## src/rtl/dmem_arbiter.sv

```systemverilog
// Two-port arbiter and sequencer for the shared data-memory port.
// Holds the granted request until ack or timeout, then pulses the owner.
module dmem_arbiter #(
    parameter int DATA_WIDTH     = 32,
    parameter int TIMEOUT_CYCLES = 255
) (
    input  logic                  clk_i,
    input  logic                  rst_i,
    input  logic                  m0_req_i,
    input  logic [DATA_WIDTH-1:0] m0_addr_i,
    input  logic                  m0_we_i,
    input  logic [DATA_WIDTH-1:0] m0_wdata_i,
    output logic [DATA_WIDTH-1:0] m0_rdata_o,
    output logic                  m0_ack_o,
    output logic                  m0_err_o,
    input  logic                  m1_req_i,
    input  logic [DATA_WIDTH-1:0] m1_addr_i,
    input  logic                  m1_we_i,
    input  logic [DATA_WIDTH-1:0] m1_wdata_i,
    output logic [DATA_WIDTH-1:0] m1_rdata_o,
    output logic                  m1_ack_o,
    output logic                  m1_err_o,
    output logic                  dmem_req_o,
    output logic [DATA_WIDTH-1:0] dmem_addr_o,
    output logic [DATA_WIDTH-1:0] dmem_wdata_o,
    output logic                  dmem_we_o,
    input  logic [DATA_WIDTH-1:0] dmem_rd_i,
    input  logic                  dmem_ack_i,
    output logic                  busy_o
);

    localparam int CW = (TIMEOUT_CYCLES > 0) ? $clog2(TIMEOUT_CYCLES + 1) : 1;

    typedef enum logic [1:0] {
        IDLE,
        WAIT,
        RESP
    } state_t;

    state_t                state_q, state_d;
    logic [DATA_WIDTH-1:0] addr_q, addr_d;
    logic [DATA_WIDTH-1:0] wdata_q, wdata_d;
    logic [DATA_WIDTH-1:0] rdata_q, rdata_d;
    logic                  we_q, we_d;
    logic                  owner_q, owner_d;
    logic                  last_q, last_d;
    logic                  err_q, err_d;
    logic [CW-1:0]         cnt_q, cnt_d;
    logic [CW:0]           cnt_inc;
    logic                  gnt1;
    logic                  tmo;
    logic                  resp;

    // Port 1 wins when alone, or on a tie when port 0 was served last.
    assign gnt1    = m1_req_i && (!m0_req_i || !last_q);
    assign cnt_inc = {1'b0, cnt_q} + (CW+1)'(1);
    assign tmo     = (TIMEOUT_CYCLES != 0) &&
                     (cnt_inc == (CW+1)'(TIMEOUT_CYCLES));

    always_ff @(posedge clk_i) begin
        if (rst_i) begin
            state_q <= IDLE;
            addr_q  <= '0;
            wdata_q <= '0;
            rdata_q <= '0;
            we_q    <= 1'b0;
            owner_q <= 1'b0;
            last_q  <= 1'b1;
            err_q   <= 1'b0;
            cnt_q   <= '0;
        end else begin
            state_q <= state_d;
            addr_q  <= addr_d;
            wdata_q <= wdata_d;
            rdata_q <= rdata_d;
            we_q    <= we_d;
            owner_q <= owner_d;
            last_q  <= last_d;
            err_q   <= err_d;
            cnt_q   <= cnt_d;
        end
    end

    always_comb begin
        state_d = state_q;
        addr_d  = addr_q;
        wdata_d = wdata_q;
        rdata_d = rdata_q;
        we_d    = we_q;
        owner_d = owner_q;
        last_d  = last_q;
        err_d   = err_q;
        cnt_d   = cnt_q;
        unique case (state_q)
            IDLE: begin
                if (m0_req_i || m1_req_i) begin
                    owner_d = gnt1;
                    last_d  = gnt1;
                    addr_d  = gnt1 ? m1_addr_i  : m0_addr_i;
                    wdata_d = gnt1 ? m1_wdata_i : m0_wdata_i;
                    we_d    = gnt1 ? m1_we_i    : m0_we_i;
                    cnt_d   = '0;
                    rdata_d = '0;
                    err_d   = 1'b0;
                    state_d = WAIT;
                end
            end
            WAIT: begin
                // An ack in the timeout cycle still completes cleanly.
                if (dmem_ack_i) begin
                    rdata_d = we_q ? '0 : dmem_rd_i;
                    err_d   = 1'b0;
                    state_d = RESP;
                end else begin
                    if (!(&cnt_q)) cnt_d = cnt_inc[CW-1:0];
                    if (tmo) begin
                        rdata_d = '0;
                        err_d   = 1'b1;
                        state_d = RESP;
                    end
                end
            end
            RESP: begin
                state_d = IDLE;
            end
            default: begin
                state_d = IDLE;
            end
        endcase
    end

    assign resp         = (state_q == RESP);
    assign busy_o       = (state_q != IDLE);
    assign dmem_req_o   = (state_q == WAIT);
    assign dmem_addr_o  = addr_q;
    assign dmem_wdata_o = wdata_q;
    assign dmem_we_o    = we_q;

    assign m0_ack_o   = resp && !owner_q;
    assign m1_ack_o   = resp && owner_q;
    assign m0_err_o   = m0_ack_o && err_q;
    assign m1_err_o   = m1_ack_o && err_q;
    assign m0_rdata_o = m0_ack_o ? rdata_q : '0;
    assign m1_rdata_o = m1_ack_o ? rdata_q : '0;

endmodule

```

## config.mk

```make
export PLATFORM = sky130hd
export DESIGN_NAME = dmem_arbiter
export DESIGN_NICKNAME = d
export VERILOG_FILES = /design/src/rtl/dmem_arbiter.sv
export SDC_FILE = /design/constraint.sdc
export NUM_CORES = 1
export LEC_CHECK = 0
export ABC_AREA = 1
export BUFFER_PORTS_ARGS = -buffer_cell sky130_fd_sc_hd__clkbuf_2
export CORE_AREA = 2 2 116 118
export CTS_CLUSTER_SIZE = 30
export DETAILED_ROUTE_END_ITERATION = 8
export DIE_AREA = 0 0 118 120
export HOLD_SLACK_MARGIN = 0.1
export PLACE_DENSITY = 0.76
export SYNTH_ARGS = -nofsm -noshare
export SYNTH_HDL_FRONTEND = slang
export SYNTH_SLANG_ARGS = --single-unit
```

## constraint.sdc

```tcl
create_clock -name clk_i -period 2.12 [get_ports clk_i]
set_input_delay 0.106 -clock clk_i [delete_from_list [all_inputs] [get_ports clk_i]]
set_output_delay 0.106 -clock clk_i [all_outputs]
set_load 0.02 [all_outputs]
```

==> results of run 1 <==
==> critical path, cell delays in order, from the launching register on <==
cell and delay, ns:
dfxtp_1 0.37, a21oi_4 0.07, inv_2 0.81, nand2_1 0.29
a31oi_1 0.34
==> area by class of cell <==
| type | instances | area [µm²] |
|---|---|---|
| Clock buffer | 13 | 270.3 |
| Clock inverter | 3 | 65.06 |
| Fill cell | 954 | 4119 |
| Inverter | 66 | 247.7 |
| Multi-Input combinational cell | 561 | 2655 |
| Sequential cell | 110 | 2202 |
| Tap cell | 176 | 220.2 |
| Timing Repair Buffer | 469 | 3201 |
==> how the worst min path moves through the flow <==
stage                              from         endpoint  slack, ns
after floorplan                   rst_i          owner_q       0.18
after global placement    m0_addr_i[31]  dmem_addr_o[31]       0.36
after detailed placement  m0_wdata_i[4]  dmem_wdata_o[4]       0.36
after CTS                 dmem_rd_i[14]      rdata_q[14]       0.10
after global routing      dmem_rd_i[14]      rdata_q[14]       0.14
final                     dmem_rd_i[19]      rdata_q[19]       0.13
==> state kept, by name, indices dropped and copies added (netlist names) <==
register,count
rdata_q,32
cnt_q,8
dmem_we_o,1
last_q,1
dmem_wdata_o,32
err_q,1
dmem_addr_o,32
owner_q,1
state_q,2
==> repair_timing <==
item	4_1_cts	5_1_grt
gates resized for setup	0	1
hold buffers	158	0
setup endpoints to repair	0	1
endpoints found under the hold margin	97	0
==> cells by family after synthesis <==
logic type | after synthesis | synth area share [%]
and+or+nand+nor | 384 | 29.96
AOI/OAI and AO/OA | 175 | 18.60
buffers and inverters | 125 | 10.06
DFF | 110 | 40.91
adders and majority gates | 2 | 0.4648
==> layout by cell type (no fill, tap or decap), types with 2 or more instances in the layout <==
| master | synthesis | routed |
|---|---|---|
| inv_2 | 6 | 9 |
| bufinv_16 | 0 | 2 |
| inv_1 | 59 | 56 |
| a211oi_1 | 3 | 3 |
| a21oi_2 | 6 | 6 |
| ha_1 | 2 | 2 |
| nand2_1 | 213 | 213 |
| nand2_2 | 4 | 4 |
| nand3_1 | 24 | 24 |
| o31ai_1 | 2 | 2 |
| dfxtp_1 | 110 | 110 |
| a21oi_1 | 25 | 24 |
| dlygate4sd3_1 | 0 | 158 |
| nand2_4 | 2 | 2 |
| nor2_4 | 3 | 3 |
| nor2_1 | 122 | 122 |
| buf_12 | 2 | 3 |
| o21ai_0 | 69 | 69 |
| a31oi_1 | 67 | 67 |
| nand3_2 | 11 | 11 |
| clkbuf_16 | 0 | 9 |
| clkbuf_8 | 0 | 3 |
| clkbuf_2 | 0 | 301 |
| buf_4 | 0 | 7 |
==> power breakdown <==
| part | switching (µW) | internal (µW) |
|---|---|---|
| registers | 162 | 2320 |
| clock network | 770 | 1130 |
| logic | 1090 | 713 |
| total | 2020 | 4170 |
==> per-stage QoR <==
step                      total power (µW)  worst slack [ns]  utilization, %  instance area, µm²
after CTS                             6086            0.1441           68.23                8856
after detailed placement              3972            0.2531           53.46                6939
after global placement                3948            0.2964           53.46                6939
final                                 6184            0.1033           68.27                8861
after floorplan                       3467            0.2392               -                5383
after global routing                  6439          0.006186           68.27                8861
==> layer usage <==
layer,global-route usage (%),up-vias,share of wire (%)
met5,0,-,0
met4,23.34,0,7.5
met3,8.508,165,8.9
met2,52.47,512,47
met1,31.93,3278,36
li1,-,3418,-
==> results by group, run 1 <==
Run status
  • Status: finished clean

Layout
  • Post-layout nets: 1386
  • Final cell count without fillers: 1398
  • Layout area overhead: 64.62%
  • Ant diodes: 0
  • Fraction of layout cells with a size suffix above 1: 29.87%

Critical path
  • Crit path from: last_q
  • Crit Path Class: reg2reg
  • Crit path launch type: flip-flop
  • CP Capture Type: flip-flop
  • Crit path to: dmem_addr_o[10]
  • Worst EP required: 2.37 ns
  • Worst R2R End: dmem_addr_o[10]
  • Worst-path maximum fanout: 65
  • Worst Path Arrival: 2.26 ns
  • Reg-to-Reg Start: last_q
  • R2R depth: 4
  • FF-to-FF setup slack: 0.10 ns

GRT
  • Largest net degree at the start of global routing: 131
  • Global Route Usage Sum: 30.62%
  • GR Overflow Total: 0
  • Number of global-route vias before repair: 7335
  • First-pass GRT wire length: 35.32 mm
  • Initial antenna violation count: 0

STA
  • Achievable Freq: 495.9 MHz
  • Clock skew: 0.008885 ns
  • TNS Setup: 0 ns
  • Final Max Slew Viols: 0
  • Hold slack final: 0.1286 ns
  • RSZ-0062 raised after global routing: no
  • Final hold vios: 0
  • Post-layout minimum cycle time: 2.017 ns
  • Final setup fails: 0
  • Actual slew at the worst max-slew pin: 1.166 ns
  • Period utilisation layout: 95.13%
  • Slew headroom: 22.28%

Yosys
  • Mapped Area: 5383 µm²
  • Yosys warns: 0
  • Ys flop type: dfxtp_1
  • Post-synth top area cell: dfxtp_1
  • Syn Nets: 965
  • Mapped Cells: 796
  • Ys async rst share: 0%
  • Post-synth EDFFs: 0
  • Number of synthesized register bits: 110
  • Top-count cell post-synth: nand2_1
  • Post-synth top cells: 213 x nand2_1, 122 x nor2_1, 110 x dfxtp_1
  • Top cell type's share of synthesized area: 40.91%
  • Mean Syn Cell Area: 6.762 µm²
  • Share of the yosys chip area belonging to registers: 40.91%
  • Cell variety after synth: 31
  • Ranking of synthesized cells by area: dfxtp_1 41%, nand2_1 15%, nor2_1 8.5%

Clock tree
  • CTS tree: built
  • Reg clk slew, reported paths: 0.08 ns
  • CTS buffer count: 9
  • Max Root-Sink Buffers: 2
  • Postcts setup bufs: 0
  • Max H-tree Level: 3
  • Worst-Skew Late Latency: 0.34 ns
  • Root buffer cell: clkbuf_16
  • CTS Sinks: 110

Route
  • Routed wire length: 22.63 mm
  • Routed len/inst: 16.19 µm
  • DR iter-0 viols: 542
  • Pre-antenna DRT Iters: 6
  • Vias: 7373
  • Vias per cell: 5.274
  • Drt drc: 0
  • Antenna Nets Post-Route: 0

Floorplan
  • Die Wd: 118 µm
  • Die area: 14160 µm²
  • Num ports: 302
  • Row count: 42
  • Initial Utilization: 41.47%
  • Die H: 120 µm
  • Core area: 12980 µm²

Placement
  • PortBufs: 301
  • Placed Cells: 1224
  • Hpwl dp: 12.00 mm
  • GPL Wtd Cong: 0.8449

Worst hold path
  • Hold Path Depth: 5
  • Hold Crit Class: in2reg

Pwr
  • P per Cell Area: 697.9 nW/µm²
  • Peak VDD IR: 0.5124 mV
  • P_leak: 0.004331 µW

Run
  • Max_cap viols: 0
No activity file was read; power rests on OpenSTA's default activity.
==> run 2, diff against run 1 <==
--- a/config.mk
+++ b/config.mk
@@ -6,13 +6,16 @@
 export NUM_CORES = 1
 export LEC_CHECK = 0
 export ABC_AREA = 1
+export ABC_CLOCK_PERIOD_IN_PS = 2120
 export BUFFER_PORTS_ARGS = -buffer_cell sky130_fd_sc_hd__clkbuf_2
 export CORE_AREA = 2 2 116 118
 export CTS_CLUSTER_SIZE = 30
 export DETAILED_ROUTE_END_ITERATION = 8
 export DIE_AREA = 0 0 118 120
+export GPL_TIMING_DRIVEN = 0
 export HOLD_SLACK_MARGIN = 0.1
 export PLACE_DENSITY = 0.76
+export SETUP_SLACK_MARGIN = 0.4
 export SYNTH_ARGS = -nofsm -noshare
 export SYNTH_HDL_FRONTEND = slang
 export SYNTH_SLANG_ARGS = --single-unit
==> run 2 against run 1 <==
Net effect: die area did not move; via count grew 10%; sequential power is essentially flat; clock skew up 0.00094 ns; combinational power up 19%; global-route usage is 4.4 points higher; register-to-register slack better by 0.21 ns; non-clock buffer count up 72; worst setup slack better by 0.20 ns.
==> results by group, run 2 (synthesis results as in run 1) <==
Run status
  • Status: finished clean

Critical path
  • CP max stage delay: 0.39 ns (-0.42 ns)
  • Crit Path Class: reg2out
  • Worst-path cell chain: inv_2, nor3_4, inv_4, buf_4, nor2_1, clkbuf_2
  • Worst-path maximum fanout: 7 (-89%)
  • Worst EP required: 2.01 ns (-0.36 ns)
  • CP max-delay cell: dfxtp_4
  • CP Capture Type: output pin
  • Crit path launch type: flip-flop
  • Worst Path Arrival: 1.71 ns (-0.55 ns)

GRT
  • GR Overflow Total: 0 (unchanged)
  • First-pass GRT wire length: 39.51 mm (+12%)
  • Initial antenna violation count: 3 (+3)
  • Largest net degree at the start of global routing: 16 (-88%)
  • Number of global-route vias before repair: 7955 (+8.5%)
  • Global Route Usage Sum: 34.98% (+4.4 points)

Pwr
  • Psw: 2228 µW (+10%)
  • P per Cell Area: 651.9 nW/µm² (-6.6%)
  • Flop pwr share: 39.3% (-0.8 points)
  • P_leak: 0.004747 µW (+9.6%)
  • Overall power: 6372 µW (+3.0%)
  • Combinational power share: 33.8% (+4.7 points)
  • Power share of the clock group: 27.0% (-3.8 points)
  • Peak VDD IR: 0.4661 mV (-9.0%)
  • Int Pwr: 4144 µW (-0.51%)
  • Switching Share: 34.96% (+2.3 points)

Layout
  • Most frequent cells in the layout: 273 x clkbuf_2, 203 x nand2_1, 160 x dlygate4sd3_1, 102 x dfxtp_1, 92 x nor2_1
  • Post-layout nets: 1458 (+5.2%)
  • Most common cell after layout, fill and taps aside: clkbuf_2
  • Fraction of layout cells with a size suffix above 1: 37.18% (+7.3 points)
  • Finished Core Util: 75.30% (+7.0 points)
  • Post-route cell area: 9774 µm² (+10%)
  • Layout area overhead: 81.59%

Clock tree
  • CTS buffer count: 9 (unchanged)
  • Max H-tree Level: 3 (unchanged)
  • Root buffer cell: clkbuf_16
  • Reg clk slew, reported paths: 0.07 ns (about the same)
  • Max Root-Sink Buffers: 2 (unchanged)
  • CTS Sinks: 110 (unchanged)
  • CTS tree: built
  • Worst-Skew Late Latency: 0.36 ns (+0.02 ns)

STA
  • Period utilisation layout: 85.63% (-9.5 points)
  • Final hold vios: 0 (unchanged)
  • Final setup fails: 0 (unchanged)
  • Actual slew at the worst max-slew pin: 0.5594 ns (-0.6065 ns)
  • Achievable Freq: 550.9 MHz (+11%)
  • RSZ-0062 raised after global routing: yes
  • Clock skew: 0.009822 ns (+0.0009368 ns)
  • Slew headroom: 62.71% (+40 points)
  • Post-layout minimum cycle time: 1.815 ns (-0.2013 ns)
  • TNS Setup: 0 ns (unchanged)
  • Hold slack final: 0.1484 ns (+0.01981 ns)
  • Final Max Slew Viols: 0 (unchanged)

Route
  • Routed wire length: 27.42 mm (+21%)
  • Vias: 8119 (+10%)
  • Antenna Nets Post-Route: 0 (unchanged)
  • Vias per cell: 5.527 (+4.8%)
  • Pre-antenna DRT Iters: 6 (unchanged)
  • DR iter-0 viols: 774 (+43%)
  • Routed len/inst: 18.67 µm (+15%)
  • Drt drc: 0 (unchanged)

Placement
  • GPL Wtd Cong: 0.9058 (+7.2%)
  • Post-DP Area: 7109 µm² (+2.5%)
  • Hpwl dp: 14.48 mm (+21%)
  • PortBufs: 301 (unchanged)

Floorplan
  • Core area: 12980 µm² (unchanged)
  • Initial Utilization: 41.47% (unchanged)
  • Die H: 120 µm (unchanged)
  • Die area: 14160 µm² (unchanged)
  • Row count: 42 (unchanged)
  • Die Wd: 118 µm (unchanged)
  • Num ports: 302 (unchanged)

Worst hold path
  • Hold Crit Class: in2reg

Run
  • Max_cap viols: 0 (unchanged)
[run 2: changes by cell type in the layout (fill, tap and decap cells not counted), moves of 10 or more]
cell and change:
buf_4 +43, nor2_1 -30, clkbuf_2 -28, nor2_2 +24, buf_2 +15, buf_6 +13, clkbuf_1 +12, nand2_1 -10
[run 2: critical path: cells and delay by family, from the launching register on]
| family | cells | cell delay (ns) |
|---|---|---|
| buffers and inverters | 4 | 0.56 |
| and+or+nand+nor | 2 | 0.40 |
| DFF | 1 | 0.39 |
[run 2: path summary, 6_finish.rpt]
kind                 from             end  slack, ns  cells after the start
max            state_q[1]  m0_rdata_o[31]       0.30                      6
min          dmem_rd_i[2]      rdata_q[2]       0.15                      5
max reg2reg      cnt_q[0]     rdata_q[16]       0.31                     11
min reg2reg   rdata_q[11]     rdata_q[11]       0.48                      2
[run 2: power by group through the flow]
stage / clock network [µW] / logic (µW) / registers [µW]
after global routing: 1790 / 2280 / 2510
after detailed placement: 0 / 1550 / 2500
after global placement: 0 / 1530 / 2490
after CTS: 1690 / 1880 / 2460
after floorplan: 0 / 792 / 2680
final: 1720 / 2150 / 2500
[run 2: routing by layer]
layer,track usage [%],vias up,routed length [µm]
met1,35.76,3670,9167
met3,7.890,208,2563
met2,61.85,673,13470
met4,27.41,2,2208
met5,0,-,12
li1,-,3566,-
[run 2: what timing repair did]
item                       in CTS  in global routing
gates cloned                    2                  4
setup endpoints to repair     143                159
hold endpoints to repair       98                  0
pin swaps                       9                 14
hold buffers                  160                  0
buffers inserted                6                  9
resized for setup              51                201
[run 2: stage by stage]
| step | std cells | setup WS (ns) |
|---|---|---|
| 2_1_floorplan | 796 | 0.2392 |
| 3_3_place_gp | 1273 | 0.1779 |
| 3_5_place_dp | 1273 | 0.1587 |
| 4_1_cts | 1454 | 0.3156 |
| 5_1_grt | 1469 | 0.2165 |
| 6_report | 1469 | 0.3046 |
[run 2: cell type report]
cell class              instances  area, µm²
plain buffers                  59      406.6
fillers                       792       3206
clock inverters                 2      35.03
repair buffers                482       3503
flip-flops and latches        110       2220
clock buffers                  11      242.7
diodes                          2      5.005
multi-input cells             561       2889
inverters                      66      252.7
well taps                     176      220.2
==> run 3, diff against run 2 <==
--- a/config.mk
+++ b/config.mk
@@ -6,9 +6,10 @@
 export NUM_CORES = 1
 export LEC_CHECK = 0
 export ABC_AREA = 1
-export ABC_CLOCK_PERIOD_IN_PS = 2120
+export ABC_CLOCK_PERIOD_IN_PS = 1850
 export BUFFER_PORTS_ARGS = -buffer_cell sky130_fd_sc_hd__clkbuf_2
 export CORE_AREA = 2 2 116 118
+export CTS_CLUSTER_DIAMETER = 60
 export CTS_CLUSTER_SIZE = 30
 export DETAILED_ROUTE_END_ITERATION = 8
 export DIE_AREA = 0 0 118 120
==> constraint.sdc (replaced) <==
create_clock -name clk_i -period 1.85 [get_ports clk_i]
set_input_delay 0.0925 -clock clk_i [delete_from_list [all_inputs] [get_ports clk_i]]
set_output_delay 0.0925 -clock clk_i [all_outputs]
set_load 0.02 [all_outputs]
==> run 3 against run 2 <==
Net effect: the run now ends with setup timing left; first-iteration DRC count increased by 39%; worst setup slack got worse by 0.32 ns; design area increased by 16%; core utilization increased by 12 points; sequential cell count unchanged; largest cell class unchanged; sequential power increased by 16%; worst hold slack got worse by 0.0087 ns.
==> results by group, run 3 (synthesis results as in run 1) <==
Run status
  • Status: finished with violations
  • Violated checks: setup timing

Pwr
  • Peak VDD IR: 0.4909 mV (+5.3%)
  • P_leak: 0.005185 µW (+9.2%)
  • P per Cell Area: 718.2 nW/µm² (+10%)

STA
  • Post-layout minimum cycle time: 1.866 ns
  • Period utilisation layout: 100.8%
  • TNS Setup: -0.02520 ns (-0.02520 ns)
  • Setup WS post-layout: -0.01555 ns (-0.3202 ns)
  • Achievable Freq: 536.0 MHz
  • Clock skew: 0.01504 ns (+0.005218 ns)
  • Actual slew at the worst max-slew pin: 0.5831 ns (+0.02366 ns)
  • RSZ-0062 raised after global routing: yes
  • Final Max Slew Viols: 0 (unchanged)
  • Final hold vios: 0 (unchanged)
  • Slew headroom: 61.13% (-1.6 points)
  • Final setup fails: 2 (+2)

Critical path
  • CP max stage delay: 0.37 ns (-0.02 ns)
  • Worst EP required: 2.10 ns (+0.09 ns)
  • Worst-path cell chain: ha_4, nand2_4, inv_6, nor2_4, nand3_2, nor2_4, nand3_4, nand2_8, buf_12, clkbuf_16, nand3_2, nand2_1, nor2_1
  • Reg-to-Reg Start: cnt_q[1]
  • Crit path from: cnt_q[1]
  • Worst Path Buf+Inv: 3 (-1)
  • Cell family with the largest share of critical-path delay: simple AND/OR/NAND/NOR gates
  • Worst Path Arrival: 2.11 ns (+0.40 ns)
  • Worst-path maximum fanout: 5 (-2)
  • Crit path launch type: flip-flop
  • CP Capture Type: flip-flop
  • CP max-delay cell: dfxtp_4
  • Crit Path Class: reg2reg

Worst hold path
  • Hold Startpoint: dmem_rd_i[17]
  • Hold Crit Class: in2reg

Layout
  • Layout area overhead: 111.1%
  • Fillcell total: 547 (-31%)
  • Most common cell after layout, fill and taps aside: clkbuf_2
  • Finished Core Util: 87.56% (+12 points)
  • Final cell count without fillers: 1506 (+2.5%)
  • Post-layout nets: 1491 (+2.3%)
  • Sequential cell area: 2222 µm² (+0.11%)
  • Fraction of layout cells with a size suffix above 1: 43.93% (+6.8 points)
  • Most frequent cells in the layout: 248 x clkbuf_2, 203 x nand2_1, 161 x dlygate4sd3_1, 102 x dfxtp_1, 64 x nor2_4
  • Multi-input gate area: 3416 µm² (+18%)

Route
  • Routed wire length: 34.85 mm (+27%)
  • Pre-antenna DRT Iters: 6 (unchanged)
  • Antenna Nets Post-Route: 0 (unchanged)
  • Vias per cell: 6.042 (+9.3%)
  • Routed len/inst: 23.14 µm (+24%)
  • DR iter-0 viols: 1075 (+39%)
  • Vias: 9100 (+12%)
  • Drt drc: 0 (unchanged)

GRT
  • GR Overflow Total: 0 (unchanged)
  • Largest net degree at the start of global routing: 20 (+4)
  • First-pass GRT wire length: 44.30 mm (+12%)
  • Number of global-route vias before repair: 8527 (+7.2%)
  • Initial antenna violation count: 2 (-1)
  • Global Route Usage Sum: 39.67% (+4.7 points)

Placement
  • GPL Wtd Cong: 0.8564 (-5.5%)
  • PortBufs: 301 (unchanged)
  • Hpwl dp: 14.85 mm (+2.6%)
  • Placed Cells: 1273 (unchanged)

Run
  • Max_cap viols: 0 (unchanged)

Floorplan
  • Core area: 12980 µm² (unchanged)
  • Initial Utilization: 41.47% (unchanged)
  • Num ports: 302 (unchanged)
  • Row count: 42 (unchanged)
  • Die H: 120 µm (unchanged)
  • Die Wd: 118 µm (unchanged)
  • Die area: 14160 µm² (unchanged)

Clock tree
  • CTS buffer count: 9 (unchanged)
  • Reg clk slew, reported paths: 0.09 ns (+0.02 ns)
  • Root buffer cell: clkbuf_16
  • Max Root-Sink Buffers: 2 (unchanged)
  • Max H-tree Level: 3 (unchanged)
  • Worst-Skew Late Latency: 0.36 ns (about the same)
  • CTS tree: built
  • CTS Sinks: 110 (unchanged)
## run 3: what timing repair did
action                                 CTS  global route
pin swaps                               13            19
hold buffers                           161             0
setup endpoints to repair              174           176
cloned                                   4            12
setup buffers                           17            20
resized for setup                      142           249
endpoints found under the hold margin   99             0
## run 3: final timing paths
check,end,cells after the start,slack [ns]
max,rdata_q[12],13,-0.02
max reg2reg,rdata_q[12],13,-0.02
min reg2reg,rdata_q[22],2,0.48
min,rdata_q[17],5,0.14
## run 3: routing by layer
| metal | GRT usage, % | part of all wire, % |
|---|---|---|
| met4 | 29.89 | 9.6 |
| met5 | 0 | 0 |
| met1 | 40.16 | 31 |
| met3 | 9.981 | 12 |
| met2 | 70.42 | 48 |
## run 3: worst reg2reg max path, delay by kind of cell (launching register included)
family	cells	cell delay (ns)
adders and majority gates	1	0.17
buffers and inverters	3	0.32
DFF	1	0.37
and+or+nand+nor	9	0.88
## run 3: through the flow
stage               instance area [µm²]  setup slack (ns)  power (µW)  hold slack (ns)
global route                      11360           -0.1481        8316           0.1565
finish                            11360          -0.01555        8162           0.1397
detailed placement                 7562           0.01923        4762           0.3482
floorplan                          5836            0.2451        4084           0.1476
global placement                   7562           0.08084        4730           0.3427
CTS                               10240            0.1010        7161           0.1081
## run 3: final cells by class
class	count	area share [%]
plain buffers	59	5.483
multi-input cells	561	30.06
clock inverters	6	0.6055
diodes	3	0.06606
inverters	66	2.378
clock buffers	10	2.015
flip-flops and latches	110	19.55
repair buffers	515	37.91
well taps	176	1.938
## run 3: power by group
part | total (µW) | internal, µW | switching (µW) | leakage (µW)
clock | 2050 | 1060 | 988 | 0.000143
combinational | 3210 | 1380 | 1830 | 0.00413
sequential | 2890 | 2660 | 234 | 0.000914
